<file path="config.mk">
export PLATFORM = sky130hd
export DESIGN_NAME = multicycle_ctrl
export DESIGN_NICKNAME = d
export VERILOG_FILES = /design/src/rtl/multicycle_ctrl.sv
export SDC_FILE = /design/constraint.sdc
export NUM_CORES = 1
export LEC_CHECK = 0
export BUFFER_PORTS_ARGS = -buffer_cell sky130_fd_sc_hd__buf_4
export CORE_UTILIZATION = 45
export CTS_CLUSTER_DIAMETER = 80
export DETAILED_ROUTE_END_ITERATION = 10
export GPL_ROUTABILITY_DRIVEN = 0
export PLACE_DENSITY = 0.79
export SETUP_SLACK_MARGIN = 0.5
export SYNTH_ARGS = -nofsm -noshare
export SYNTH_HDL_FRONTEND = slang
export SYNTH_SLANG_ARGS = --single-unit
</file>
<file path="constraint.sdc">
create_clock -name clk -period 2.6 [get_ports clk]
set_input_delay 0.39 -clock clk [delete_from_list [all_inputs] [get_ports clk]]
set_output_delay 0.39 -clock clk [all_outputs]
set_load 0.02 [all_outputs]
</file>
<file path="src/rtl/multicycle_ctrl.sv">
// Multicycle control unit: Moore sequencer, ALU/flag-write decode, NZCV flag
// register and ARM condition evaluation feeding the datapath enables.
module multicycle_ctrl #(
    parameter logic [3:0] RESET_FLAGS = 4'b0000
) (
    input  logic       clk,
    input  logic       rst_n,
    input  logic [3:0] Cond,
    input  logic [1:0] Op,
    input  logic [5:0] Funct,
    input  logic [3:0] Rd,
    input  logic [3:0] ALUFlags,
    output logic       PCWrite,
    output logic       AdrSrc,
    output logic       MemWrite,
    output logic       IRWrite,
    output logic       RegWrite,
    output logic [1:0] ResultSrc,
    output logic       ALUSrcA,
    output logic [1:0] ALUSrcB,
    output logic [1:0] ImmSrc,
    output logic [1:0] RegSrc,
    output logic [1:0] ALUControl,
    output logic [3:0] Flags,
    output logic [3:0] State
);

    typedef enum logic [3:0] {
        S_FETCH    = 4'd0,
        S_DECODE   = 4'd1,
        S_MEMADR   = 4'd2,
        S_MEMRD    = 4'd3,
        S_MEMWB    = 4'd4,
        S_MEMWR    = 4'd5,
        S_EXECUTER = 4'd6,
        S_EXECUTEI = 4'd7,
        S_ALUWB    = 4'd8,
        S_BRANCH   = 4'd9
    } state_t;

    state_t     r_state;
    state_t     w_next;
    logic [3:0] r_flags;
    logic       r_cond_ex;

    logic [3:0] w_cmd;
    logic       w_cmp, w_known, w_arith, w_set;
    logic       w_alu_op, w_cond_ex, w_cond_use, w_suppress;
    logic [1:0] w_flag_w;
    logic       w_next_pc, w_branch, w_reg_w, w_mem_w, w_ir_write, w_pcs;
    logic       w_n, w_z, w_c, w_v;

    assign {w_n, w_z, w_c, w_v} = r_flags;

    always_comb begin
        case (Cond)
            4'b0000: w_cond_ex = w_z;
            4'b0001: w_cond_ex = ~w_z;
            4'b0010: w_cond_ex = w_c;
            4'b0011: w_cond_ex = ~w_c;
            4'b0100: w_cond_ex = w_n;
            4'b0101: w_cond_ex = ~w_n;
            4'b0110: w_cond_ex = w_v;
            4'b0111: w_cond_ex = ~w_v;
            4'b1000: w_cond_ex = w_c & ~w_z;
            4'b1001: w_cond_ex = ~w_c | w_z;
            4'b1010: w_cond_ex = (w_n == w_v);
            4'b1011: w_cond_ex = (w_n != w_v);
            4'b1100: w_cond_ex = ~w_z & (w_n == w_v);
            4'b1101: w_cond_ex = w_z | (w_n != w_v);
            4'b1110: w_cond_ex = 1'b1;
            default: w_cond_ex = 1'b0;
        endcase
    end

    assign w_cmd    = Funct[4:1];
    assign w_cmp    = (w_cmd == 4'b1010);
    assign w_known  = (w_cmd == 4'b0100) | (w_cmd == 4'b0010) |
                      (w_cmd == 4'b0000) | (w_cmd == 4'b1100);
    assign w_arith  = (w_cmd == 4'b0100) | (w_cmd == 4'b0010) | w_cmp;
    assign w_set    = Funct[0] | w_cmp;
    assign w_alu_op = (r_state == S_EXECUTER) | (r_state == S_EXECUTEI);
    assign w_flag_w = {w_alu_op & w_set, w_alu_op & w_set & w_arith};

    always_comb begin
        ALUControl = 2'b00;
        if (w_alu_op) begin
            case (w_cmd)
                4'b0010: ALUControl = 2'b01;
                4'b0000: ALUControl = 2'b10;
                4'b1100: ALUControl = 2'b11;
                4'b1010: ALUControl = 2'b01;
                default: ALUControl = 2'b00;
            endcase
        end
    end

    always_comb begin
        w_next     = S_FETCH;
        w_next_pc  = 1'b0;
        w_branch   = 1'b0;
        w_reg_w    = 1'b0;
        w_mem_w    = 1'b0;
        w_ir_write = 1'b0;
        AdrSrc     = 1'b0;
        ResultSrc  = 2'd0;
        ALUSrcA    = 1'b0;
        ALUSrcB    = 2'd0;
        case (r_state)
            S_FETCH: begin
                w_ir_write = 1'b1;
                w_next_pc  = 1'b1;
                ALUSrcA    = 1'b1;
                ALUSrcB    = 2'd2;
                ResultSrc  = 2'd2;
                w_next     = S_DECODE;
            end
            S_DECODE: begin
                ALUSrcA   = 1'b1;
                ALUSrcB   = 2'd2;
                ResultSrc = 2'd2;
                case (Op)
                    2'b00:   w_next = Funct[5] ? S_EXECUTEI : S_EXECUTER;
                    2'b01:   w_next = S_MEMADR;
                    2'b10:   w_next = S_BRANCH;
                    default: w_next = S_FETCH;
                endcase
            end
            S_MEMADR: begin
                ALUSrcB = 2'd1;
                w_next  = Funct[0] ? S_MEMRD : S_MEMWR;
            end
            S_MEMRD: begin
                AdrSrc = 1'b1;
                w_next = S_MEMWB;
            end
            S_MEMWB: begin
                ResultSrc = 2'd1;
                w_reg_w   = 1'b1;
            end
            S_MEMWR: begin
                AdrSrc  = 1'b1;
                w_mem_w = 1'b1;
            end
            S_EXECUTER: w_next = S_ALUWB;
            S_EXECUTEI: begin
                ALUSrcB = 2'd1;
                w_next  = S_ALUWB;
            end
            S_ALUWB: w_reg_w = 1'b1;
            S_BRANCH: begin
                ALUSrcB   = 2'd1;
                ResultSrc = 2'd2;
                w_branch  = 1'b1;
            end
            default: w_next = S_FETCH;
        endcase
    end

    // Flags were already rewritten when ALUWB is reached, so writeback uses the
    // condition captured in execute; a suppressed result also never reaches PC.
    assign w_cond_use = (r_state == S_ALUWB) ? r_cond_ex : w_cond_ex;
    assign w_suppress = (r_state == S_ALUWB) & ~w_known;
    assign w_pcs      = w_branch | (w_reg_w & ~w_suppress & (Rd == 4'hF));

    assign PCWrite  = rst_n & (w_next_pc | (w_pcs & w_cond_use));
    assign RegWrite = rst_n & w_reg_w & ~w_suppress & w_cond_use;
    assign MemWrite = rst_n & w_mem_w & w_cond_use;
    assign IRWrite  = rst_n & w_ir_write;

    assign ImmSrc = Op;
    assign RegSrc = {Op == 2'b01, Op == 2'b10};
    assign Flags  = r_flags;
    assign State  = r_state;

    always_ff @(posedge clk or negedge rst_n) begin
        if (!rst_n) begin
            r_state   <= S_FETCH;
            r_flags   <= RESET_FLAGS;
            r_cond_ex <= 1'b0;
        end else begin
            r_state <= w_next;
            if (w_alu_op) begin
                r_cond_ex <= w_cond_ex;
                if (w_cond_ex && w_flag_w[1]) r_flags[3:2] <= ALUFlags[3:2];
                if (w_cond_ex && w_flag_w[0]) r_flags[1:0] <= ALUFlags[1:0];
            end
        end
    end

endmodule

</file>
== Word level (Yosys, flattened, before mapping) ==
Cells that the tools add are included.
Cells by class
  equality and inequality tests: 32
  multiplexer cells: 16
  bitwise logic cells: 31
  reduce and logical (&&, ||, !) cells: 15
Operators with widths (number)
  4-bit == test, second input constant: 12
  4-bit by 3-bit == test with 1-bit output, second input constant: 9
  4-bit by 2-bit == test with 1-bit output, second input constant: 5
  4-bit case mux with 5 select lines: 1
  1-bit bitwise AND: 15
  1-bit case mux with 15 select lines: 1
  4-bit logical NOT: 3
  4-bit case mux with 3 select lines: 1
  1-bit bitwise OR: 10
  2-bit OR reduction: 5
  4-bit by 1-bit == test with 1-bit output, second input constant: 2
  1-bit 2-to-1 mux: 8
  2-bit case mux with 2 select lines: 2
  1-bit NOT: 6
  2-bit case mux with 3 select lines: 1
  3-bit OR reduction: 2
  2-bit AND reduction: 2
  3-bit 2-to-1 mux: 1
  2-bit by 1-bit == test with 1-bit output, second input constant: 1
  2-bit == test, second input constant: 1
  1-bit logical AND: 2
  2-bit logical NOT: 1
  2-bit 2-to-1 mux: 1
  1-bit == test: 1
  1-bit != test: 1
Word-level totals
  bits in registers: 9
  output and inout bits: 24
  input bits: 22

== Depth between registers and ports, before layout ==
Gate-level depths: netlist of the first run.
  depth in word-level cells: 13
  gate-level depth with buffers: 6

== Worst setup path after synthesis of the first run ==
No wires, ideal clock.
  kind: input-to-output
  start: input port Cond[2]
  end: output port PCWrite
  setup slack: 0.164 ns
  arrival: 2.046 ns
  buffers on the path: 1
  stages: 6
  cells stage by stage: buf_6 -> or4b_1 -> a311o_1 -> o311a_2 -> and3_2 -> a31oi_1
Between the ends
  word-level cells in the longest chain between the ends: 6
  elaborated cells on any way between the ends: 20
  classes of those cells: eq/ne (14); mux (2); bitwise (3); reduce/logical (1)
RTL lines
  from (decl): line 8  | input logic [3:0] Cond,
  4-bit == test (tied with other cells): line 56  | case (Cond)
  1-bit case mux with 15 select lines (*): line 56
  1-bit 2-to-1 mux (*): line 162  | assign w_cond_use = (r_state == S_ALUWB) ? r_cond_ex : w_cond_ex;
  1-bit bitwise AND (*): line 166  | assign PCWrite = rst_n & (w_next_pc | (w_pcs & w_cond_use));
  1-bit bitwise OR (*): line 166
  1-bit bitwise AND (*): line 166
  to (decl): line 13  | output logic PCWrite,
Mark *: on every way between the ends. The rest lies on a longest branch, timed or not.

== Worst setup path after layout of the first run ==
  start: register r_flags[3] (netlist: Flags[3])
  end: output port PCWrite
Between the ends
  word-level cells in the longest chain between the ends: 7
  elaborated cells on any way between the ends: 10
  classes of those cells: eq/ne (2); mux (2); bitwise (6)
RTL lines
  from (decl): line 43  | logic [3:0] r_flags;
  from (signal assigned): line 185  | if (w_cond_ex && w_flag_w[1]) r_flags[3:2] <= ALUFlags[3:2];
  1-bit != test or 1-bit == test (tied branches)
  1-bit bitwise OR or 1-bit bitwise AND (tied branches): line 70, 69
  1-bit case mux with 15 select lines (*): line 56
  1-bit 2-to-1 mux (*): line 162
  1-bit bitwise AND (*): line 166
  1-bit bitwise OR (*): line 166
  1-bit bitwise AND (*): line 166
Marks and branches as above.

==> reports/qor.yml, run 1 <==
final_common_cell: "buf_4"
crit_type: "flip-flop to primary output"
cp_data_arrival_time_ns: 2.08
fin_crit_ns: 2.472
cts_sinks: 9
cts_tree: "built"
yosys.area_share.simple_pct: 31.86
rsz0062_at_grt: "true"
htreeDepth: 1
slowest_delay_ns: 0.51
synthXorXnorAreaFrac_pct: 3.878
crit_required_ns: 2.21
routed_via_density: 5.630
design.portCount: 46
syn2layout_area_growth_pct: 52.22
ys_types: 44
grt_pass1_vias: 876
hold_path.class: "input port to flip-flop"
track_usage_pct: 24.46
synth_warnings: 0
n_antenna_cell: 0
routed_wl_mm: 2.539
p_leak_nw: 0.6055
setup_viol: 0
layout_common_cells: "buf_4 (46), nor2_1 (14), nand2b_1 (8)"
layout_worst_path_cycle_share_pct: 95.06
finalNetCount: 182
clk_pin_slew_ns: 0.07
clk_latency_ns: 0.27
drt_iter0_drc: 24
maxCapViolCount: 0
synth_nets: 136
drv_slew: 0
path_cells: "or4b_4 -> a311o_1 -> o311a_4 -> and3_4 -> a31oi_4 -> buf_6"
relSlewSlack_pct: 70.89
end_kind: "primary output"
ff_latch_area_um2: 229.0
rows: 15
status: "complete, no violations"
cpLargestDelayFamily: "simple AND/OR/NAND/NOR gates"
crit_buf_inv: 1
placed_area_um2: 1259
syn_avg_cell_area_um2: 7.924
final_area_um2: 1375
max_freq_mhz: 404.6
overflow: 0
die-width_um: 46.81
critPathSlowestCell: "or4b_4"
io_buffers: 45
worst_slew_pin_slew_ns: 0.4352
setup_tns_ns: 0
synth.area.mux_share_pct: 8.726
ctsLongestPathBuffers: 2
synth_ff_type: "dfrtp_1"
routed-via-count: 1036
vdd_drop_max_uv: 733.9
yosys.area_share.adder_pct: 0
multi_input_area_um2: 683.2
ant_nets: 0
drt_first_pass_iters: 4
async_reset_ff_share_pct: 100.0
synth_top_family_by_area: "simple AND/OR/NAND/NOR gates"
drcViolationCount: 0
finClkSkew_ns: 0.01122
crit_fanout: 4
syn-cell-area_um2: 903.4
hold_viol: 0
syn-instance-count: 114
drive_gt1_share_pct: 46.54
powerDensity_nw_per_um2: 899.5
critPathLaunchType: "flip-flop"
antenna_found_initial: 0
cts_buffers: 3
ctsRootBufferMaster: "clkbuf_4"
avgRoutedWirePerCell_um: 13.80
core-area_um2: 1802
grt_pass1_wl_mm: 3.801
die_h_um: 46.81
synth-compound-area-share_pct: 22.30
initial_core_util_pct: 50.14
synth_edf_count: 0
synth-seq-cells: 9
n_fill_cell: 146
die_area_um2: 2191
post-dp-hpwl_mm: 1.834
synth-seq-area-share_pct: 24.93
grt_max_degree: 17
==> cells in the mapped netlist, drive strengths merged, types with 2 or more instances <==
library cell	number	area (um2)
a21oi	5	25.02
nand3b	3	26.27
buf	4	31.27
a31oi	5	31.28
inv	4	15.01
xor2	2	17.52
nor2	14	52.55
mux2	7	78.82
clkbuf	5	28.77
nand2	7	26.28
nor3b	2	15.01
nor3	2	10.01
xnor2	2	17.52
a211oi	2	15.01
nor4	2	12.51
nand4b	2	17.52
nand3	4	20.02
nand2b	8	50.05
o21ai	6	30.03
dfrtp	9	225.2
==> what timing repair did <==
item,4_1_cts,5_1_grt
endpoints found under the setup margin,8,8
hold buffers,1,0
endpoints found under the hold margin,9,0
buffers inserted,4,0
resized for setup,6,5
==> area by class of cell <==
| class | count | share of cell area (%) |
|---|---|---|
| multi-input cells | 92 | 49.68 |
| repair buffers | 50 | 28.30 |
| flip-flops and latches | 9 | 16.65 |
| well taps | 25 | 2.275 |
| clock buffers | 3 | 1.638 |
| inverters | 4 | 1.092 |
| clock inverters | 1 | 0.3640 |
==> power breakdown <==
part / total, mW / switching, mW / internal [mW] / leakage [nW]
Sequential: 0.312 / 0.114 / 0.198 / 0.113
Clock: 0.109 / 0.0525 / 0.0567 / 0.0177
Combinational: 0.815 / 0.437 / 0.378 / 0.475
Total: 1.24 / 0.604 / 0.633 / 0.606
==> worst paths after layout <==
check | end | cells past startpoint | from | slack, ns
min in group asynchronous | State[3] | 2 | rst_n | 0.63
setup / recovery | PCWrite | 6 | Flags[3] | 0.13
hold / removal | Flags[3] | 2 | ALUFlags[3] | 0.34
setup reg to reg | Flags[2] | 5 | Flags[3] | 0.47
hold reg to reg | r_cond_ex | 2 | r_cond_ex | 0.52
max in group asynchronous | State[1] | 2 | rst_n | 1.63
==> cell families (layout without fill, tap and decap cells) <==
kind of cell,Yosys count,in the layout
and+or+nand+nor,52,52
AOI/OAI and AO/OA,29,29
buffers and inverters,13,58
DFF,9,9
muxes,7,7
xor gates and xnor gates,4,4
==> registers in the layout (all words and copies together) (netlist names) <==
register / count
State: 4
Flags: 4
r_cond_ex: 1
==> worst register-to-register path: cells and delay by family, from the launching register on <==
family	cells	cell delay, ns
AND/OR/NAND/NOR	1	0.51
multiplexers	1	0.36
flip-flops	1	0.42
AO/OA/AOI/OAI	3	0.72
==> through the flow <==
stage | util (%) | total power [mW] | std cells | hold slack (ns) | setup slack [ns]
after floorplan | - | 0.7774 | 114 | 0.09441 | 0.4118
after global placement | 69.86 | 1.033 | 175 | 0.2348 | 0.2944
after detailed placement | 69.86 | 1.049 | 175 | 0.2370 | 0.2658
after CTS | 74.44 | 1.205 | 184 | 0.3418 | 0.1528
after global routing | 76.32 | 1.315 | 184 | 0.3454 | 0.08608
final | 76.32 | 1.237 | 184 | 0.3408 | 0.1284
==> per-layer routing <==
metal	vias up	wire, um	part of all wire [%]	track usage [%]
li1	509	-	-	-
met3	0	122	4.8	2.308
met4	0	0	0	6.857
met5	-	0	0	0
met1	489	1134	45	32.14
met2	38	1282	50	42.78
Note: power is estimated with default switching activity, not from simulation.
==> run 2: changes to the inputs <==
- BUFFER_PORTS_ARGS: -buffer_cell sky130_fd_sc_hd__buf_4 -> not set
- CORE_UTILIZATION: 45 -> 61
- DONT_BUFFER_PORTS: not set -> 1
- PLACE_DENSITY: 0.79 -> 0.77
==> run 2 against run 1 <==
Compared with the run above:
- critical path depth shrank 1
- clock power shrank 4%
- global-route usage increased by 1.3 points
- sequential share of layout area rose by 6.3 points
- die area fell by 25%
- critical endpoint unchanged
- power is 19% lower
- worst setup slack better by 0.097 ns
==> reports/qor.yml, run 2 (synthesis gave the netlist of run 1 again) <==
status: "complete, no violations"  # unchanged
io_buffers: 0  # was 45
powerDensity_nw_per_um2: 996.8  # was 899.5 nW/um2
ctsLongestPathBuffers: 2  # unchanged
cts_sinks: 9  # unchanged
die-width_um: 40.48  # was 46.81 um
finalNetCount: 138  # was 182
core-area_um2: 1334  # was 1802 um2
htreeDepth: 1  # unchanged
drcViolationCount: 0  # unchanged
clk_latency_ns: 0.26  # was 0.27 ns
rows: 13  # was 15
overflow: 0  # unchanged
combPwrFrac_pct: 53.4  # was 65.9%
multi_input_area_um2: 663.1  # was 683.2 um2
slowest_delay_ns: 0.52  # was 0.51 ns
drt_iter0_drc: 16  # was 24
ctsRootBufferMaster: "clkbuf_4"  # unchanged
setup_viol: 0  # unchanged
grt_pass1_vias: 621  # was 876
rsz0062_at_grt: "true"  # unchanged
cts_tree: "built"  # unchanged
met2_usage_pct: 36.51  # was 42.78%
worst_slew_pin_slew_ns: 0.6311  # was 0.4352 ns
placed_area_um2: 945.9  # was 1259 um2
cts_buffers: 3  # unchanged
end_kind: "primary output"  # unchanged
final_common_cell: "nor2_1"  # was buf_4
path_cells: "or4b_1 -> a311o_1 -> o311a_2 -> and3_4 -> a31oi_4"  # was or4b_4 -> a311o_1 -> o311a_4 -> and3_4 -> a31oi_4 -> buf_6
global_route.usage.met1_pct: 37.50  # was 32.14%
layout_common_cells: "nor2_1 (14), nand2b_1 (7), nand2_1 (7)"  # was buf_4 (46), nor2_1 (14), nand2b_1 (8)
busiest_layer: "met1"  # was met2
fin_crit_ns: 2.374  # was 2.472 ns
grtUsageMet3_pct: 9.444  # was 2.308%
hold_path.class: "input port to flip-flop"  # unchanged
crit_fanout: 4  # unchanged
hold_viol: 0  # unchanged
antenna_found_initial: 0  # unchanged
drive_gt1_share_pct: 25.22  # was 46.54%
routed_wl_mm: 2.130  # was 2.539 mm
avgRoutedWirePerCell_um: 16.38  # was 13.80 um
track_usage_pct: 25.81  # was 24.46%
ant_nets: 0  # unchanged
die_h_um: 40.48  # was 46.81 um
grt_pass1_wl_mm: 2.684  # was 3.801 mm
p_int_mw: 0.4601  # was 0.6332 mW
critPathSlowestCell: "or4b_1"  # was or4b_4
clk_pin_slew_ns: 0.05  # was 0.07 ns
design.portCount: 46  # unchanged
crit_required_ns: 2.21  # about the same
n_antenna_cell: 0  # unchanged
routed_via_density: 6.500  # was 5.630
switching_power_mw: 0.5376  # was 0.6037 mW
final_area_um2: 1001  # was 1375 um2
layout_worst_path_cycle_share_pct: 91.32  # was 95.06%
syn2layout_area_growth_pct: 10.80  # was 52.22%
drt_first_pass_iters: 4  # unchanged
seqPwrFrac_pct: 36.1  # was 25.3%
maxCapViolCount: 0  # unchanged
finClkSkew_ns: 0.01055  # was 0.01122 ns
vdd_drop_max_uv: 687.1  # was 733.9 uV
p_leak_nw: 0.3736  # was 0.6055 nW
routed-via-count: 845  # was 1036
relSlewSlack_pct: 57.49  # was 70.89%
clkPwrFrac_pct: 10.5  # was 8.8%
grt_max_degree: 17  # unchanged
critPathLaunchType: "flip-flop"  # unchanged
die_area_um2: 1639  # was 2191 um2
finalNonFillerCells: 130  # was 184
initial_core_util_pct: 67.73  # was 50.14%
post-place-cells: 125  # was 175
whs_ns: 0.2511  # was 0.3408 ns
max_freq_mhz: 421.2  # was 404.6 MHz
post-dp-hpwl_mm: 1.527  # was 1.834 mm
cp_data_arrival_time_ns: 1.98  # was 2.08 ns
drv_slew: 0  # unchanged
ff_latch_area_um2: 230.2  # was 229.0 um2
sw_frac_of_total_pct: 53.88  # was 48.81%
setup_tns_ns: 0  # unchanged
n_fill_cell: 111  # was 146
crit_type: "flip-flop to primary output"  # unchanged
==> run 2: cell types whose count changed in the layout (fill, tap and decap cells not counted), sizes merged <==
cell / before / now
buf: 49 / 5
clkbuf: 3 / 4
clkinv: 1 / 0
==> run 2: cell type report <==
type / instances / area share (%)
Clock buffer: 4 / 2.625
Multi-Input combinational cell: 92 / 66.25
Tap cell: 15 / 1.875
Inverter: 4 / 1.500
Timing Repair Buffer: 6 / 4.750
Sequential cell: 9 / 23.00
==> run 2: final timing paths <==
path | depth (start not counted) | slack (ns) | to | start
min in group asynchronous | 1 | 0.50 | State[0] | rst_n
hold / removal | 1 | 0.25 | State[3] | Op[0]
max in group asynchronous | 1 | 1.76 | State[2] | rst_n
setup / recovery | 5 | 0.23 | PCWrite | Flags[3]
setup reg to reg | 5 | 0.47 | Flags[0] | Flags[3]
hold reg to reg | 2 | 0.56 | r_cond_ex | r_cond_ex
==> run 2: power by group through the flow <==
stage	registers, mW	logic (mW)	clock network, mW
2_1_floorplan	0.315	0.463	0
3_3_place_gp	0.349	0.502	0
3_5_place_dp	0.350	0.510	0
4_1_cts	0.351	0.516	0.106
5_1_grt	0.372	0.577	0.114
6_report	0.360	0.533	0.105
==> run 2: through the flow <==
| step | total power [mW] | util (%) | worst slack, ns |
|---|---|---|---|
| final | 0.9978 | 75.05 | 0.2258 |
| after global routing | 1.063 | 75.05 | 0.1661 |
| after floorplan | 0.7774 | - | 0.4118 |
| after detailed placement | 0.8603 | 70.92 | 0.4643 |
| after global placement | 0.8514 | 70.92 | 0.4677 |
| after CTS | 0.9735 | 73.92 | 0.2400 |
==> run 2: repair_timing <==
| item | 4_1_cts | 5_1_grt |
|---|---|---|
| endpoints found under the hold margin | 9 | 0 |
| buffers inserted | 0 | 0 |
| pin swaps | 0 | 0 |
| gates resized for setup | 3 | 4 |
| endpoints found under the setup margin | 7 | 9 |
| hold buffers | 1 | 0 |
| cloned | 0 | 0 |
==> run 2: metal layers <==
metal / share of wire (%) / wire length (um)
met2: 45 / 953
met3: 8.6 / 184
met1: 47 / 992
met5: 0 / 0
met4: 0 / 0
==> run 2: critical path, delay by kind of cell (launching register included) <==
family / cells / cell delay [ns]
flip-flops: 1 / 0.38
AND/OR/NAND/NOR: 2 / 0.73
AO/OA/AOI/OAI: 3 / 0.62
